### src/rtl/obi_spi_regs.sv
// obi_spi_regs: OBI slave exposing CTRL/STATUS registers and TX/RX data FIFOs
// in front of an SPI shift engine (valid/ready streams on the engine side).
// Optional feature macro: OBI_SPI_REGS_ERR_EN adds obi_err_o, raised with the
// response for out-of-window, illegal STATUS write, RXDATA-empty read and
// read-only/write-only violations.
module obi_spi_regs #(
    parameter int                    ADDR_WIDTH = 32,
    parameter int                    DATA_WIDTH = 32,
    parameter int                    WORD_WIDTH = 8,
    parameter int                    TX_DEPTH   = 4,
    parameter int                    RX_DEPTH   = 4,
    parameter logic [ADDR_WIDTH-1:0] BASE_ADDR  = '0
) (
    input  logic                      clk_i,
    input  logic                      rstn_i,
    input  logic                      obi_req_i,
    output logic                      obi_gnt_o,
    input  logic [ADDR_WIDTH-1:0]     obi_addr_i,
    input  logic                      obi_we_i,
    input  logic [DATA_WIDTH/8-1:0]   obi_be_i,
    input  logic [DATA_WIDTH-1:0]     obi_wdata_i,
    output logic                      obi_rvalid_o,
    output logic [DATA_WIDTH-1:0]     obi_rdata_o,
`ifdef OBI_SPI_REGS_ERR_EN
    output logic                      obi_err_o,
`endif
    output logic                      spi_tx_valid_o,
    output logic [WORD_WIDTH-1:0]     spi_tx_data_o,
    input  logic                      spi_tx_ready_i,
    input  logic                      spi_rx_valid_i,
    input  logic [WORD_WIDTH-1:0]     spi_rx_data_i,
    output logic                      spi_rx_ready_o,
    output logic                      spi_en_o,
    output logic [7:0]                spi_clkdiv_o
);

    localparam int TXP = $clog2(TX_DEPTH) + 1;
    localparam int RXP = $clog2(RX_DEPTH) + 1;
    localparam int BEW = DATA_WIDTH / 8;
`ifdef OBI_SPI_REGS_ERR_EN
    localparam bit ERR_EN = 1'b1;
`else
    localparam bit ERR_EN = 1'b0;
`endif

    // Decode
    logic       in_win, hit_ctrl, hit_status, hit_tx, hit_rx;
    logic       accept, wr, rd;
    assign in_win     = (obi_addr_i[ADDR_WIDTH-1:4] == BASE_ADDR[ADDR_WIDTH-1:4]);
    assign hit_ctrl   = in_win && (obi_addr_i[3:2] == 2'd0);
    assign hit_status = in_win && (obi_addr_i[3:2] == 2'd1);
    assign hit_tx     = in_win && (obi_addr_i[3:2] == 2'd2);
    assign hit_rx     = in_win && (obi_addr_i[3:2] == 2'd3);

    // Byte-enable expanded to a bit mask for STATUS write legality
    logic [DATA_WIDTH-1:0] be_mask, wdata_masked;
    genvar gi;
    generate
        for (gi = 0; gi < BEW; gi++) begin : g_be_mask
            assign be_mask[8*gi +: 8] = {8{obi_be_i[gi]}};
        end
    endgenerate
    assign wdata_masked = obi_wdata_i & be_mask;

    // FIFO state
    logic [TXP-1:0]        tx_wptr_reg, tx_rptr_reg, tx_level;
    logic [RXP-1:0]        rx_wptr_reg, rx_rptr_reg, rx_level;
    logic [WORD_WIDTH-1:0] tx_mem [TX_DEPTH];
    logic [WORD_WIDTH-1:0] rx_mem [RX_DEPTH];
    logic                  tx_empty, tx_full, rx_empty, rx_full;

    assign tx_level = tx_wptr_reg - tx_rptr_reg;
    assign rx_level = rx_wptr_reg - rx_rptr_reg;
    assign tx_empty = (tx_wptr_reg == tx_rptr_reg);
    assign rx_empty = (rx_wptr_reg == rx_rptr_reg);
    assign tx_full  = (tx_wptr_reg[TXP-1] != tx_rptr_reg[TXP-1]) &&
                      (tx_wptr_reg[TXP-2:0] == tx_rptr_reg[TXP-2:0]);
    assign rx_full  = (rx_wptr_reg[RXP-1] != rx_rptr_reg[RXP-1]) &&
                      (rx_wptr_reg[RXP-2:0] == rx_rptr_reg[RXP-2:0]);

    // Grant follows request except a TXDATA write into a full TX FIFO
    assign obi_gnt_o = obi_req_i && !(hit_tx && obi_we_i && tx_full);
    assign accept    = obi_req_i && obi_gnt_o;
    assign wr        = accept && obi_we_i;
    assign rd        = accept && !obi_we_i;

    // Control and status side effects
    logic ctrl_wr, tx_flush, rx_flush, status_bad, uf_set, uf_clear;
    logic tx_push, tx_pop, rx_push, rx_pop;
    logic ctrl_en_reg, underflow_reg;
    logic [7:0] clkdiv_reg;

    assign ctrl_wr    = wr && hit_ctrl;
    assign tx_flush   = ctrl_wr && obi_be_i[0] && obi_wdata_i[1];
    assign rx_flush   = ctrl_wr && obi_be_i[0] && obi_wdata_i[2];
    assign status_bad = |{wdata_masked[DATA_WIDTH-1:5], wdata_masked[3:0]};
    assign uf_clear   = wr && hit_status && !(ERR_EN && status_bad);
    assign uf_set     = rd && hit_rx && rx_empty;

    assign tx_push = wr && hit_tx && (|obi_be_i);
    assign tx_pop  = !tx_empty && spi_tx_ready_i && !tx_flush;
    assign rx_push = spi_rx_valid_i && !rx_full && !rx_flush;
    assign rx_pop  = rd && hit_rx && !rx_empty;

    assign spi_tx_valid_o = !tx_empty;
    assign spi_tx_data_o  = tx_empty ? '0 : tx_mem[tx_rptr_reg[TXP-2:0]];
    assign spi_rx_ready_o = !rx_full;
    assign spi_en_o       = ctrl_en_reg;
    assign spi_clkdiv_o   = clkdiv_reg;

    // CTRL register with per-byte enables; flush bits are not stored
    always_ff @(posedge clk_i or negedge rstn_i) begin
        if (!rstn_i) begin
            ctrl_en_reg <= 1'b0;
            clkdiv_reg  <= 8'h00;
        end else if (ctrl_wr) begin
            if (obi_be_i[0]) ctrl_en_reg <= obi_wdata_i[0];
            if (obi_be_i[1]) clkdiv_reg  <= obi_wdata_i[15:8];
        end
    end

    // Sticky RX underflow flag
    always_ff @(posedge clk_i or negedge rstn_i) begin
        if (!rstn_i)       underflow_reg <= 1'b0;
        else if (uf_set)   underflow_reg <= 1'b1;
        else if (uf_clear) underflow_reg <= 1'b0;
    end

    // TX pointers; flush wins over the engine-side pop
    always_ff @(posedge clk_i or negedge rstn_i) begin
        if (!rstn_i) begin
            tx_wptr_reg <= '0;
            tx_rptr_reg <= '0;
        end else if (tx_flush) begin
            tx_wptr_reg <= '0;
            tx_rptr_reg <= '0;
        end else begin
            if (tx_push) tx_wptr_reg <= tx_wptr_reg + TXP'(1);
            if (tx_pop)  tx_rptr_reg <= tx_rptr_reg + TXP'(1);
        end
    end

    // RX pointers; flush wins over the engine-side push
    always_ff @(posedge clk_i or negedge rstn_i) begin
        if (!rstn_i) begin
            rx_wptr_reg <= '0;
            rx_rptr_reg <= '0;
        end else if (rx_flush) begin
            rx_wptr_reg <= '0;
            rx_rptr_reg <= '0;
        end else begin
            if (rx_push) rx_wptr_reg <= rx_wptr_reg + RXP'(1);
            if (rx_pop)  rx_rptr_reg <= rx_rptr_reg + RXP'(1);
        end
    end

    // FIFO storage writes (no reset needed; pointers gate visibility)
    always_ff @(posedge clk_i) begin
        if (tx_push) tx_mem[tx_wptr_reg[TXP-2:0]] <= obi_wdata_i[WORD_WIDTH-1:0];
        if (rx_push) rx_mem[rx_wptr_reg[RXP-2:0]] <= spi_rx_data_i;
    end

    // Read data mux and error classification for the current request
    logic [DATA_WIDTH-1:0] rdata_next, rdata_reg;
    logic                  err_next, rvalid_reg;
    always_comb begin
        rdata_next = '0;
        err_next   = !in_win;
        if (rd) begin
            if (hit_ctrl) begin
                rdata_next[0]    = ctrl_en_reg;
                rdata_next[15:8] = clkdiv_reg;
            end else if (hit_status) begin
                rdata_next[0]     = tx_full;
                rdata_next[1]     = tx_empty;
                rdata_next[2]     = rx_full;
                rdata_next[3]     = rx_empty;
                rdata_next[4]     = underflow_reg;
                rdata_next[15:8]  = 8'(tx_level);
                rdata_next[23:16] = 8'(rx_level);
            end else if (hit_rx && !rx_empty) begin
                rdata_next[WORD_WIDTH-1:0] = rx_mem[rx_rptr_reg[RXP-2:0]];
            end
        end
        if (hit_status && obi_we_i && status_bad) err_next = 1'b1;
        if (hit_rx && (obi_we_i || rx_empty))     err_next = 1'b1;
        if (hit_tx && !obi_we_i)                  err_next = 1'b1;
    end

    // Response: one registered beat per granted cycle
    always_ff @(posedge clk_i or negedge rstn_i) begin
        if (!rstn_i) begin
            rvalid_reg <= 1'b0;
            rdata_reg  <= '0;
        end else begin
            rvalid_reg <= accept;
            rdata_reg  <= rdata_next;
        end
    end

    assign obi_rvalid_o = rvalid_reg;
    assign obi_rdata_o  = rdata_reg;

`ifdef OBI_SPI_REGS_ERR_EN
    logic err_reg;
    // Error flag travels with the response beat
    always_ff @(posedge clk_i or negedge rstn_i) begin
        if (!rstn_i) err_reg <= 1'b0;
        else         err_reg <= accept && err_next;
    end
    assign obi_err_o = err_reg;
`endif

    logic unused_ok;
    assign unused_ok = ^{obi_addr_i[1:0], obi_wdata_i, err_next};

endmodule

### config.mk
export PLATFORM = sky130hd
export DESIGN_NAME = obi_spi_regs
export DESIGN_NICKNAME = d
export VERILOG_FILES = /design/src/rtl/obi_spi_regs.sv
export SDC_FILE = /design/constraint.sdc
export NUM_CORES = 1
export LEC_CHECK = 0
export CORE_ASPECT_RATIO = 1.4
export CORE_MARGIN = 1
export CORE_UTILIZATION = 43
export DETAILED_ROUTE_END_ITERATION = 7
export PLACE_DENSITY = 0.72
export SLEW_MARGIN = 40
export SYNTH_ARGS = -nofsm -noshare
export SYNTH_HDL_FRONTEND = slang
export SYNTH_SLANG_ARGS = --single-unit
### constraint.sdc
create_clock -name clk_i -period 2.65 [get_ports clk_i]
set_input_delay 0.53 -clock clk_i [delete_from_list [all_inputs] [get_ports clk_i]]
set_output_delay 0.53 -clock clk_i [all_outputs]
set_load 0.02 [all_outputs]
==> results.md <==
- Number of synthesized flops with an enable pin: 64
- Final design area excluding fillers: 6400 um2
- Area grow syn2layout: 36.5%
- CP Capture Type: primary output
- Peak VDD IR: 0.462 mV
- Layout cells sized above 1: 16.3%
- Crit Path Category: input pin to primary output
- Pin count of the biggest net entering global routing: 43
- Core Box Area: 10500 um2
- Die area: 11300 um2
- Yosys warns: 0
- Die Y: 126 um
- Total wire length: 9480 um
- Area post-placement: 6010 um2
- Sequential element share of the synthesized area: 63.4%
- Initial antenna violation count: 0
- Tightest Hold Check Type: input pin to async pin
- Ports: 135
- Worst-path clk slew: 0.06 ns
- Total CTS buffers: 9
- IO buf count: 103
- RSZ-0062 raised after global routing: yes
- Root Driver: clkbuf_16
- Hold_buf cts: 0
- Critical-path cell list: clkdlybuf4s50_1 -> nor4_2 -> nand4_1 -> or2_1 -> o31a_1 -> buf_6
- Nets: 546
- Critical-path cell with the highest stage delay: clkdlybuf4s50_1
- Fill cells: 813
- Max-slew headroom: 46.2%
- Clock Sinks: 106
- First drt pass iteration count: 4
- FF+latch count, synth: 106
- Leakage power: 2.58 nW
- Drt via density: 4.98
- Tmin final: 2.62 ns
- Remaining Overflow, GRT: 0
- Gr usage total: 18.1%
- Footprint of the multi-input gates: 1570 um2
- WP buf/inv: 2
- Critical path launch point type: input pin
- Top cells by area, synth: edfxtp_1 (41%), dfrtp_1 (22%), mux4_2 (7.7%), ha_1 (3.7%), buf_4 (2.7%)
- Ys flop type: edfxtp_1
- Final setup viols: 0
- Die W: 90.2 um
- Placed insts: 574
- Final max-slew violation count: 0
- CTS tree: built
- P_sw: 871 uW
- Max stage delay on crit path: 0.43 ns
- Proportion of power drawn by combinational gates: 12.3%
- Largest delay contributor family on the critical path: simple AND/OR/NAND/NOR gates
- Diodes inserted: 0
- Syn Inst Count: 318
- Maximum root-to-sink buffer count: 2
- FF+latch area: 2970 um2
- Fin. Hold Viols: 0
- Fin crit share: 98.8%
- WL/cell: 16.0 um
- Status: finished, final reports clean
- TNS Setup: 0 ns
- Clock Skews: 0.00523 ns
- # Max-Cap Violations: 0
- Vias in the first global route: 3121
- Vias: 2944
- PD cells: 624 nW/um2
- Critical path arrival: 2.09 ns
- Post-synth ARST share: 39.6%
- F_max: 382 MHz
- Insertion delay to the later sink of the worst-skew pair: 0.34 ns
- Top cell type's share of synthesized area: 41.0%
- # DRC: 0
- Sequential power share: 48.5%
- Post-route insts no fill: 591
- Sw frac: 21.8%
- Yosys cell types: 40
- Worst EP required: 2.12 ns
- H-tree depth: 3
- Gp weighted congestion: 0.820
- Dominant cell type by area after synthesis: edfxtp_1
- Power share of the clock group: 39.3%
- Worst-Margin Slew: 0.804 ns
- Critical Path Fanout Max: 2
- Avg Cell Area, Syn: 14.7 um2
- DP Wirelength: 7250 um
- Row count: 44
- DRT antenna net count: 0
- First-pass GRT wire length: 15400 um
- Cell-internal power: 3.12 mW
- Post-Synthesis Cell Area: 4690 um2
- Initial Util: 44.8%
- Tot Pwr: 3.99 mW
- Drt first-iter violations: 81
## cell type report
class,instances,share of cell area (%)
Clock buffer,10,3.58
Clock inverter,6,2.03
Inverter,12,0.704
Multi-Input combinational cell,187,24.5
Sequential cell,106,46.5
Tap cell,138,2.70
Timing Repair Buffer,132,20.0
## final timing paths
| check | start | end | slack (ns) | cells past startpoint |
|---|---|---|---|---|
| worst max-delay path | obi_addr_i[11] | obi_gnt_o | 0.03 | 6 |
| worst min-delay path | rstn_i | obi_rdata_o[14] | 0.18 | 1 |
| worst max register to register | tx_wptr_reg[0] | tx_mem[0][0] | 0.25 | 7 |
| worst min register to register | underflow_reg | underflow_reg | 0.49 | 1 |
| max in group asynchronous | rstn_i | obi_rdata_o[3] | 2.10 | 1 |
| min in group clk_i | underflow_reg | underflow_reg | 0.49 | 1 |
## timing repair
action / CTS / global route
setup buffers: 1 / 0
pin swaps: 2 / 5
endpoints found under the hold margin: 0 / 0
gates resized for setup: 13 / 11
setup endpoints to repair: 10 / 52
## metrics by stage
| step | worst slack (ns) | util, % | hold slack [ns] |
|---|---|---|---|
| after global routing | -0.0673 | 61.1 | 0.212 |
| after CTS | -0.0496 | 60.8 | 0.197 |
| after floorplan | 0.239 | - | 0.234 |
| final | 0.0327 | 61.1 | 0.175 |
| after global placement | -0.424 | 57.5 | 0.463 |
| after detailed placement | -0.440 | 57.5 | 0.480 |
## cells by family after synthesis
kind of cell	share of synthesized area, %
DFF	63.4
and+or+nand+nor	12.8
buffers and inverters	4.40
muxes	10.5
AOI/OAI and AO/OA	2.11
adders and majority gates	4.59
xor gates and xnor gates	2.06
other	0.0800
## Yosys cell counts (3+ instances only)
master / instances
edfxtp_1: 64
dfrtp_1: 42
nor2_1: 24
buf_4: 17
and2_1: 16
mux4_2: 16
ha_1: 14
inv_1: 12
nand2_1: 12
a21oi_1: 9
mux2_1: 9
nand3_1: 8
nand4_1: 7
nor4_2: 7
xor2_1: 6
clkbuf_1: 5
nor2b_1: 5
xnor2_1: 5
nor3_1: 4
and3_1: 3
and4_1: 3
buf_2: 3
mux2i_1: 3
o21ai_0: 3
## layer usage
layer,GRT usage [%],routed length (um),part of all wire (%),vias up
met5,0,0,0,-
met4,9.77,321,3.4,0
met3,3.35,359,3.8,25
met2,32.1,5140,54,82
met1,20.4,3660,39,1447
li1,-,-,-,1390
## cells in the final DEF (no fill, tap or decap), types with 6 or more instances in the layout
cell type        instances
clkdlybuf4s50_1         86
edfxtp_1                64
dfrtp_1                 42
buf_4                   28
nor2_1                  23
and2_1                  16
mux4_2                  16
ha_1                    14
conb_1                  13
inv_1                   12
nand2_1                 12
nor4_2                   9
a21oi_1                  9
mux2_1                   9
clkbuf_16                9
nand3_1                  8
nand4_1                  7
dlygate4sd2_1            7
xor2_1                   6
dlymetal6s2s_1           6
## power by group through the flow
stage	sequential [mW]	combinational (mW)	clock, mW
6_report	1.94	0.489	1.57
3_5_place_dp	1.97	0.498	0
5_1_grt	1.95	0.547	1.65
4_1_cts	1.94	0.500	1.59
3_3_place_gp	1.96	0.480	0
2_1_floorplan	1.96	0.279	0
Power figures use the tool's default switching activity.
